`config.mk`:
```
export PLATFORM = sky130hd
export DESIGN_NAME = mem_arbiter
export DESIGN_NICKNAME = d
export VERILOG_FILES = /design/src/rtl/mem_arbiter.sv
export SDC_FILE = /design/constraint.sdc
export NUM_CORES = 1
export LEC_CHECK = 0
export CELL_PAD_IN_SITES_DETAIL_PLACEMENT = 1
export CELL_PAD_IN_SITES_GLOBAL_PLACEMENT = 2
export CORE_ASPECT_RATIO = 1.75
export CORE_MARGIN = 2
export CORE_UTILIZATION = 22
export DETAILED_ROUTE_END_ITERATION = 7
export PLACE_DENSITY_LB_ADDON = 0.25
export SETUP_SLACK_MARGIN = 0.1
export SKIP_CTS_REPAIR_TIMING = 1
export SLEW_MARGIN = 20
export SYNTH_ARGS = -nofsm -noshare
export SYNTH_HDL_FRONTEND = slang
export SYNTH_SLANG_ARGS = --single-unit
```
`constraint.sdc`:
```
create_clock -name clk -period 2.65 [get_ports clk]
set_clock_uncertainty 0.15 [all_clocks]
set_input_delay 0.3975 -clock clk [delete_from_list [all_inputs] [get_ports clk]]
set_output_delay 0.3975 -clock clk [all_outputs]
set_load 0.05 [all_outputs]
```
`src/rtl/mem_arbiter.sv`:
```
// mem_arbiter: shares one memory port between an instruction-fetch port
// (read-only) and a load/store port. Each transaction runs IDLE -> ACCESS
// (MEM_LAT cycles) -> DONE -> IDLE. All outputs are registered.
//
// Parameters:
//   MEM_LAT    memory access cycles per transaction (1..15)
// Optional feature macro:
//   MEM_ARB_RR_EN  defined: simultaneous requests alternate (round-robin)
//                  undefined: simultaneous requests go to the data port
// Ports:
//   clk, rst_n                   clock, synchronous active-low reset
//   i_req/i_addr                 fetch request and address
//   i_gnt/i_done/i_rdata         fetch grant, done pulse, fetched word
//   d_req/d_we/d_addr/d_wdata    load/store request, op, address, data
//   d_gnt/d_done/d_rdata         data grant, done pulse, loaded word
//   mem_rw/mem_addr/mem_wdata    memory command (00 idle/01 rd/10 wr)
//   mem_rdata                    memory read data (valid last ACCESS cycle)
//   busy                         high whenever not IDLE
module mem_arbiter #(
   parameter int MEM_LAT = 2
) (
   input  logic        clk,
   input  logic        rst_n,
   input  logic        i_req,
   input  logic [31:0] i_addr,
   output logic        i_gnt,
   output logic        i_done,
   output logic [31:0] i_rdata,
   input  logic        d_req,
   input  logic        d_we,
   input  logic [31:0] d_addr,
   input  logic [31:0] d_wdata,
   output logic        d_gnt,
   output logic        d_done,
   output logic [31:0] d_rdata,
   output logic [1:0]  mem_rw,
   output logic [31:0] mem_addr,
   output logic [31:0] mem_wdata,
   input  logic [31:0] mem_rdata,
   output logic        busy
);

   typedef enum logic [1:0] {IDLE, ACCESS, DONE} state_t;

   localparam logic [1:0] RW_IDLE  = 2'b00;
   localparam logic [1:0] RW_READ  = 2'b01;
   localparam logic [1:0] RW_WRITE = 2'b10;
   localparam logic [3:0] LAT_M1   = 4'(MEM_LAT - 1);

   state_t      state, state_n;
   logic [3:0]  cnt, cnt_n;
   logic [1:0]  rw_n;
   logic [31:0] addr_n, wdata_n, ird_n, drd_n;
   logic        ig_n, dg_n, idone_n, ddone_n, busy_n;
   logic        d_win;

`ifdef MEM_ARB_RR_EN
   logic last_d, last_d_n;
   // On a tie the data port wins only if the fetch port was served last.
   assign d_win = d_req & (~i_req | ~last_d);
`else
   assign d_win = d_req;
`endif

   always_comb begin
      state_n = state;
      cnt_n   = cnt;
      rw_n    = mem_rw;
      addr_n  = mem_addr;
      wdata_n = mem_wdata;
      ig_n    = i_gnt;
      dg_n    = d_gnt;
      idone_n = 1'b0;
      ddone_n = 1'b0;
      ird_n   = i_rdata;
      drd_n   = d_rdata;
      busy_n  = busy;
`ifdef MEM_ARB_RR_EN
      last_d_n = last_d;
`endif
      case (state)
         IDLE: begin
            if (i_req | d_req) begin
               state_n = ACCESS;
               cnt_n   = LAT_M1;
               busy_n  = 1'b1;
`ifdef MEM_ARB_RR_EN
               last_d_n = d_win;
`endif
               if (d_win) begin
                  dg_n    = 1'b1;
                  ig_n    = 1'b0;
                  rw_n    = d_we ? RW_WRITE : RW_READ;
                  addr_n  = d_addr;
                  wdata_n = d_we ? d_wdata : '0;
               end else begin
                  ig_n    = 1'b1;
                  dg_n    = 1'b0;
                  rw_n    = RW_READ;
                  addr_n  = i_addr;
                  wdata_n = '0;
               end
            end
         end
         ACCESS: begin
            if (cnt == '0) begin
               // Last access cycle: mem_rdata is valid now.
               state_n = DONE;
               rw_n    = RW_IDLE;
               addr_n  = '0;
               wdata_n = '0;
               if (d_gnt) begin
                  ddone_n = 1'b1;
                  if (mem_rw == RW_READ) drd_n = mem_rdata;
               end else begin
                  idone_n = 1'b1;
                  ird_n   = mem_rdata;
               end
            end else begin
               cnt_n = cnt - 4'd1;
            end
         end
         DONE: begin
            state_n = IDLE;
            cnt_n   = '0;
            ig_n    = 1'b0;
            dg_n    = 1'b0;
            busy_n  = 1'b0;
         end
         default: state_n = IDLE;
      endcase
   end

   always_ff @(posedge clk) begin
      if (!rst_n) begin
         state     <= IDLE;
         cnt       <= '0;
         mem_rw    <= RW_IDLE;
         mem_addr  <= '0;
         mem_wdata <= '0;
         i_gnt     <= 1'b0;
         d_gnt     <= 1'b0;
         i_done    <= 1'b0;
         d_done    <= 1'b0;
         i_rdata   <= '0;
         d_rdata   <= '0;
         busy      <= 1'b0;
`ifdef MEM_ARB_RR_EN
         last_d    <= 1'b0;
`endif
      end else begin
         state     <= state_n;
         cnt       <= cnt_n;
         mem_rw    <= rw_n;
         mem_addr  <= addr_n;
         mem_wdata <= wdata_n;
         i_gnt     <= ig_n;
         d_gnt     <= dg_n;
         i_done    <= idone_n;
         d_done    <= ddone_n;
         i_rdata   <= ird_n;
         d_rdata   <= drd_n;
         busy      <= busy_n;
`ifdef MEM_ARB_RR_EN
         last_d    <= last_d_n;
`endif
      end
   end

endmodule

```
==> qor.csv, run 1 <==
metric,value,unit
final-max-slew-violation-count,0,
clk_root_buffer_cell,clkbuf_16,
initial_core_util,0.2242,
tightest_slew,0.5886,ns
io_buffers,267,
min_to,cnt[0],
cts_max_level,4,
first_pass_iters,4,
startpoint_type,register,
clk_latency,0.42,ns
layout-drive-gt1-share,0.06072,
regToRegEndpoint,i_rdata[7],
rows,74,
synth.distinct_cells,39,
finalHoldViolCount,0,
routed_wl,18410,um
track_usage,0.1475,
fin_area,8747,um2
setup_violations,0,
yosys_warnings,0,
total_power,8.404,mW
finalCritPeriodShare,0.8733,
clkSinkCount,141,
nets,934,
grt_max_degree,66,
critical-path-top-delay-family,buffers and inverters,
vias,4954,
dp_hpwl,13740,um
min-delay-start,rst_n,
drt-initial-drc-count,180,
synth_edf_count,0,
regArea,2823,um2
drc,0,
worstPathMaxFanout,6,
critPathKind,reg2out,
worstRegToRegCells,7,
syn_area,5251,um2
antenna_found_initial,1,
ant_nets,0,
cp.buffers_inverters,1,
slowest_delay,0.89,ns
max-cap-violations,0,
crit_arrival,1.77,ns
pwr_density_cell,960.8,nW/um2
grt_pass1_vias,5409,
yosys_register_bits,141,
avgSynthCellArea,9.653,um2
final.fill_count,2696,
routedWlPerCell,16.57,um
postPlaceCellArea,8162,um2
antenna_cells,0,
grt_pass1_wl,28860,um
place_inst,1080,
cp_slowest_cell,clkdlybuf4s50_1,
rsz0062_at_grt,false,
max-vdd-ir-drop,0.4530,mV
fin_crit,2.314,ns
die_w,120.8,um
gp_congestion,0.7502,
tritoncts,built,
vias_per_cell,4.459,
die-height,208.4,um
die-area,25170,um2
cp-end-kind,output port,
synth_cells,544,
hp-class,in2reg,
ys_seq_area_frac,0.5375,
p_leak,3.242,nW
syn_to_final_growth,66.57,%
required,2.10,ns
fmax,432.1,MHz
tns,0,ns
run_status,finished clean,
cts_buffers,17,
synthArstFlopShare,0,
multi_input_area,2162,um2
slew_headroom,0.6076,
fin_util,0.3734,
cts_buffer_depth,2,
synth_nets,683,
synth-main-ff-cell,dfxtp_1,
core-area,23430,um2
path_clk_slew,0.06,ns
crit_chain,clkdlybuf4s50_1,
final_cells,1111,
io_pins,268,
r2r_setup_slack,0.40,ns
holdPathStages,2,
gr-total-overflow,0,
timing.rr.start,state[1],
[synth_stat cells (all sizes together), types with 2 or more instances]
cell / instances / area [um2]
o21ai: 36 / 183.9
and2: 2 / 15.02
nor2: 8 / 30.03
nand2b: 5 / 31.28
inv: 7 / 26.28
a211oi: 2 / 15.01
o2bb2ai: 32 / 280.3
a22o: 32 / 280.3
buf: 21 / 147.6
clkbuf: 25 / 95.09
dfxtp: 141 / 2823
mux2i: 34 / 340.3
ha: 6 / 75.07
nor3b: 3 / 22.52
nor2b: 2 / 12.51
o32ai: 2 / 17.52
a21oi: 37 / 185.2
nand2: 100 / 375.4
nand3b: 2 / 15.01
nand3: 34 / 170.2
[kinds of logic (layout without fill, tap and decap cells)]
family	after synthesis	after routing	share of synthesized area
AOI/OAI and AO/OA	147	147	0.1920
and+or+nand+nor	163	163	0.1401
buffers and inverters	53	316	0.05123
muxes	34	34	0.06481
adders and majority gates	6	6	0.01430
DFF	141	141	0.5375
[per-stage QoR]
stage,hold slack [ns],setup WS [ns]
2_1_floorplan,0.3152,0.6959
3_3_place_gp,0.2926,0.3717
5_1_grt,0.1903,0.2039
6_report,0.1908,0.3357
4_1_cts,0.1680,0.3019
3_5_place_dp,0.2978,0.3299
[final cells by class]
| class | instances | area share |
|---|---|---|
| flip-flops and latches | 141 | 0.3227 |
| clock inverters | 14 | 0.01831 |
| inverters | 7 | 0.003004 |
| multi-input cells | 350 | 0.2472 |
| well taps | 304 | 0.04348 |
| clock buffers | 17 | 0.04863 |
| repair buffers | 278 | 0.3167 |
[how the worst max path moves through the flow]
stage / to / slack [ns] / from / cells after the start
2_1_floorplan: mem_wdata[10] / 0.70 / state[1] / 9
3_3_place_gp: mem_wdata[10] / 0.37 / i_req / 6
3_5_place_dp: mem_wdata[27] / 0.33 / i_req / 6
4_1_cts: d_gnt / 0.30 / d_gnt / 1
5_1_grt: i_rdata[7] / 0.20 / state[1] / 7
6_report: d_gnt / 0.34 / d_gnt / 1
[metal layers]
layer	share of wire	up-vias	global-route usage
met1	0.38	2325	0.1514
met2	0.53	195	0.2749
met3	0.073	14	0.05318
met4	0.011	2	0.04330
met5	0.00060	-	0
li1	-	2418	-
[placed cells by master (no fill, tap or decap), types with 2 or more instances in the layout]
master,n
a211oi_1,2
a21oi_1,37
a22o_1,32
buf_12,2
buf_2,2
buf_4,9
bufinv_16,2
clkbuf_16,17
clkdlybuf4s50_1,265
clkinv_4,3
clkinvlp_4,3
dfxtp_1,141
ha_1,6
inv_1,7
inv_6,4
mux2i_1,34
nand2_1,100
nand2b_1,5
nand3_1,34
nand3b_1,2
nor2_1,8
nor3b_1,3
o21ai_0,35
o2bb2ai_1,32
o32ai_1,2
[sequential cells by signal (all words and copies together), names as in the netlist, 2 cells and up]
name       cells
d_rdata       32
i_rdata       32
state          2
mem_addr      32
mem_rw         2
cnt            4
mem_wdata     32
[where the power goes]
group          total, mW  internal (mW)  leakage, nW  switching, mW
combinational       3.32           1.14         1.82           2.17
clock               2.37           1.40        0.279          0.972
sequential          2.72           2.49         1.15          0.226
total               8.40           5.03         3.24           3.37
(Power assumes the default switching activity.)
==> run 2: changes to the inputs <==
--- a/config.mk
+++ b/config.mk
@@ -8,8 +8,8 @@
 export CELL_PAD_IN_SITES_DETAIL_PLACEMENT = 1
 export CELL_PAD_IN_SITES_GLOBAL_PLACEMENT = 2
 export CORE_ASPECT_RATIO = 1.75
-export CORE_MARGIN = 2
 export CORE_UTILIZATION = 22
+export CTS_CLUSTER_DIAMETER = 120
 export DETAILED_ROUTE_END_ITERATION = 7
 export PLACE_DENSITY_LB_ADDON = 0.25
 export SETUP_SLACK_MARGIN = 0.1
==> qor.csv, run 2 (synthesis results as in run 1) <==
metric,value,unit
dp_hpwl,13550,um
worstRegToRegCells,6,
pwr_density_cell,975.5,nW/um2
max-vdd-ir-drop,0.4109,mV
drc,0,
p_leak,3.255,nW
cts_max_level,4,
finalHoldViolCount,0,
cp-end-kind,register,
tightest_slew,0.7269,ns
holdPathStages,3,
finalWorstSetupSlack,0.3186,ns
die_w,118.8,um
power.share.sequential,0.317,
layout_commonest_cell,clkdlybuf4s50_1,
nets,933,
rsz0062_at_grt,false,
crit_chain,inv_1 -> ha_1 -> and4bb_2 -> nor3b_1 -> nand3_1 -> o32ai_1,
syn_to_final_growth,66.95,%
grt_pass1_wl,28470,um
antenna_cells,0,
cts_buffer_depth,2,
first_pass_iters,4,
place_inst,1079,
track_usage,0.1532,
grt_pass1_vias,5376,
cp_slowest_cell,dfxtp_1,
slew_headroom,0.5154,
cts_buffers,17,
grt_max_degree,71,
layout-drive-gt1-share,0.06072,
r2r_setup_slack,0.32,ns
crit_arrival,2.50,ns
drt-initial-drc-count,180,
vias_per_cell,4.491,
io_buffers,267,
min_to,mem_rw[0],
pre_cts_slack,0.3197,ns
die-height,206.4,um
p_switching,3.424,mW
mostFrequentLayoutCells,"clkdlybuf4s50_1, dfxtp_1, nand2_1",
critical-path-top-delay-family,simple AND/OR/NAND/NOR gates,
combPwrFrac,0.389,
tritoncts,built,
critPathKind,reg2reg,
path_clk_slew,0.06,ns
worstPathMaxFanout,9,
final.fill_count,2680,
internal_power,5.128,mW
min-delay-start,rst_n,
setup_violations,0,
tns,0,ns
rows,74,
critPathLaunch,state[1],
gp_congestion,0.7326,
routedWlPerCell,16.67,um
max-cap-violations,0,
vias,4990,
switching_share,0.4004,
clk_root_buffer_cell,clkbuf_16,
gr-total-overflow,0,
clk_latency,0.44,ns
multi_input_area,2162,um2
die-area,24520,um2
regArea,2823,um2
io_pins,268,
core-area,23430,um2
final_cells,1111,
routed_wl,18520,um
hp-class,in2reg,
pwr-share-clk,0.293,
run_status,finished clean,
fmax,428.9,MHz
initial_core_util,0.2242,
regToRegEndpoint,cnt[3],
final-max-slew-violation-count,0,
antenna_found_initial,0,
finalCritPeriodShare,0.8798,
ant_nets,0,
slowest_delay,0.39,ns
timing.rr.start,state[1],
cp.buffers_inverters,1,
clkSinkCount,141,
fin_crit,2.331,ns
startpoint_type,register,
required,2.82,ns
run 2: cell types whose count changed in the layout (fill, tap and decap cells not counted), sizes merged:
cell	delta
buf	-1
bufinv	+1
clkinv	+2
clkinvlp	-1
inv	-1
run 2: cell type report:
cell class	count	area share
Tap cell	304	0.04339
Multi-Input combinational cell	350	0.2466
Sequential cell	141	0.3220
Clock buffer	17	0.04852
Inverter	7	0.002997
Timing Repair Buffer	277	0.3151
Clock inverter	15	0.02141
run 2: worst reg2reg max path: stages (launching register included):
cell,delay [ns]
dfxtp_1,0.39
inv_1,0.10
ha_1,0.32
and4bb_2,0.38
nor3b_1,0.36
nand3_1,0.17
o32ai_1,0.35
run 2: how the worst max path moves through the flow:
stage	endpoint	slack, ns	depth (start not counted)
detailed placement	i_rdata[26]	0.32	7
global route	i_rdata[21]	0.15	7
global placement	mem_wdata[26]	0.38	6
floorplan	mem_wdata[10]	0.70	9
CTS	d_gnt	0.29	1
finish	cnt[3]	0.32	6
run 2: power by group through the flow:
stage / Sequential (mW) / Combinational, mW / Clock (mW)
5_1_grt: 2.76 / 3.53 / 2.70
4_1_cts: 2.72 / 3.38 / 2.61
3_5_place_dp: 2.75 / 3.37 / 0
2_1_floorplan: 3.90 / 1.04 / 0
6_report: 2.71 / 3.33 / 2.51
3_3_place_gp: 2.74 / 3.30 / 0
run 2: per-stage QoR:
step	hold slack [ns]	total power, mW	cell area, um2	util
after floorplan	0.3152	4.935	5251	-
after global placement	0.2923	6.044	8154	0.3481
after detailed placement	0.2979	6.125	8154	0.3481
after CTS	0.1120	8.710	8767	0.3743
after global routing	0.1217	8.990	8767	0.3743
final	0.1456	8.552	8767	0.3743
run 2: per-layer routing:
| metal | global-route usage | part of all wire | up-vias |
|---|---|---|---|
| li1 | - | - | 2410 |
| met1 | 0.1475 | 0.37 | 2355 |
| met2 | 0.2876 | 0.53 | 202 |
| met3 | 0.05988 | 0.075 | 23 |
| met4 | 0.06329 | 0.022 | 0 |
| met5 | 0 | 0 | - |
==> run 3: changes to the inputs <==
--- a/config.mk
+++ b/config.mk
@@ -5,6 +5,7 @@
 export SDC_FILE = /design/constraint.sdc
 export NUM_CORES = 1
 export LEC_CHECK = 0
+export ABC_AREA = 1
 export CELL_PAD_IN_SITES_DETAIL_PLACEMENT = 1
 export CELL_PAD_IN_SITES_GLOBAL_PLACEMENT = 2
 export CORE_ASPECT_RATIO = 1.75
==> qor.csv, run 3 <==
metric,value,unit
fin_crit,2.346,ns
final-max-slew-violation-count,0,
cp-end-kind,output port,
finalCritPeriodShare,0.8852,
yosys_warnings,0,
post-synth-top-area-cell,dfxtp_1,
synth.distinct_cells,22,
setup_violations,0,
synth_edf_count,0,
cp.buffers_inverters,1,
routed_wl,24790,um
avgSynthCellArea,6.810,um2
total_power,12.11,mW
routedWlPerCell,16.14,um
max-vdd-ir-drop,0.5642,mV
crit_arrival,1.80,ns
netlist.area_leader.share,0.4535,
vias_per_cell,4.407,
cp_slowest_cell,clkdlybuf4s50_1,
initial_core_util,0.2233,
ys_seq_area_frac,0.4535,
die-area,29000,um2
synth-main-ff-cell,dfxtp_1,
hp-class,reg2reg,
pwr_density_cell,1220,nW/um2
run_status,finished clean,
syn_area,6225,um2
clkSinkCount,141,
startpoint_type,register,
clk_latency,0.44,ns
vias,6769,
synthArstFlopShare,0,
critical-path-top-delay-family,buffers and inverters,
crit_chain,clkdlybuf4s50_1,
critPathKind,reg2out,
synth_area_leaders,"dfxtp_1, nor2_1, nand2_1, o21ai_0, nor3_1",
fmax,426.3,MHz
synth_nets,1053,
required,2.10,ns
synth_cells,914,
ys_top_cells_by_count,"nor2_1, dfxtp_1, nand2_1, o21ai_0, nor3_1",
rows,81,
dp_hpwl,17250,um
layout-drive-gt1-share,0.05417,
gr-total-overflow,0,
gp_congestion,0.7119,
core-area,27870,um2
ant_nets,0,
tns,0,ns
die_w,129.2,um
grt_pass1_wl,38120,um
antenna_cells,0,
tritoncts,built,
antenna_found_initial,0,
slew_headroom,0.4936,
multi_input_area,2894,um2
final.fill_count,3398,
drc,0,
io_pins,268,
mostFrequentLayoutCells,"nor2_1, clkdlybuf4s50_1, dfxtp_1",
regArea,2823,um2
finalHoldViolCount,0,
rsz0062_at_grt,false,
yosysMostFrequentCell,nor2_1,
tightest_slew,0.7596,ns
drt-initial-drc-count,247,
die-height,224.5,um
grt_max_degree,69,
clk_root_buffer_cell,clkbuf_16,
syn_to_final_growth,59.44,%
grt_pass1_vias,6852,
slowest_delay,0.88,ns
cts_max_level,4,
first_pass_iters,4,
p_leak,3.843,nW
layout_commonest_cell,nor2_1,
nets,1290,
io_buffers,267,
path_clk_slew,0.06,ns
cts_buffer_depth,2,
yosys_register_bits,141,
cts_buffers,17,
worstPathMaxFanout,5,
max-cap-violations,0,
track_usage,0.1740,
## run 3: cell types whose count changed after synthesis, moves of 5 or more
cell | before | now
nand2b_1 | 5 | 0
nor2_1 | 8 | 269
buf_2 | 10 | 16
o2bb2ai_1 | 32 | 0
mux2i_1 | 34 | 0
nand4_1 | 0 | 37
clkbuf_1 | 24 | 45
inv_1 | 7 | 46
o21ai_0 | 35 | 68
nor3_1 | 0 | 64
a22o_1 | 32 | 0
nand2_1 | 100 | 123
## run 3: cells by family (layout without fill, tap and decap cells)
| family | count (synthesis) | count (layout) | share of synthesized area |
|---|---|---|---|
| AOI/OAI and AO/OA | 109 | 109 | 0.08764 |
| adders and majority gates | 6 | 6 | 0.01206 |
| buffers and inverters | 120 | 369 | 0.08161 |
| DFF | 141 | 141 | 0.4535 |
| and+or+nand+nor | 538 | 538 | 0.3652 |
## run 3: tightest hold or removal path, cell delays in order, from the launching register on
cell,delay (ns)
dfxtp_1,0.31
nand2_1,0.06
a21oi_1,0.05
## run 3: metrics by stage
stage,std cells,worst slack (ns),instance area [um2],hold WS (ns),util
5_1_grt,1536,0.2110,9925,0.3325,0.3561
2_1_floorplan,914,0.8528,6225,0.3050,-
3_5_place_dp,1505,0.4347,9278,0.3059,0.3329
3_3_place_gp,1505,0.5155,9278,0.3010,0.3329
6_report,1536,0.3041,9925,0.3155,0.3561
4_1_cts,1536,0.2307,9925,0.3197,0.3561
## run 3: final cells by class
class / instances / share of cell area
Clock inverter: 10 / 0.01878
Inverter: 47 / 0.01778
Clock buffer: 21 / 0.04639
Tap cell: 373 / 0.04702
Sequential cell: 141 / 0.2844
Timing Repair Buffer: 291 / 0.2940
Multi-Input combinational cell: 653 / 0.2916
## run 3: worst paths after layout
path / from / end / slack (ns) / cells after the start
max: d_gnt / d_gnt / 0.30 / 1
min: mem_wdata[28] / mem_wdata[28] / 0.32 / 2
max reg2reg: state[1] / i_rdata[2] / 0.48 / 8
min reg2reg: mem_wdata[28] / mem_wdata[28] / 0.32 / 2
## run 3: where the power goes
part / internal (mW) / switching [mW] / total, mW
Clock: 1.72 / 0.959 / 2.67
Sequential: 2.72 / 0.321 / 3.04
Combinational: 2.02 / 4.36 / 6.39
## run 3: per-layer routing
metal,share of wire,up-vias,track usage
met3,0.052,26,0.04282
met4,0.018,0,0.06376
li1,-,3410,-
met1,0.38,3161,0.1771
met5,0,-,0
met2,0.55,172,0.3333
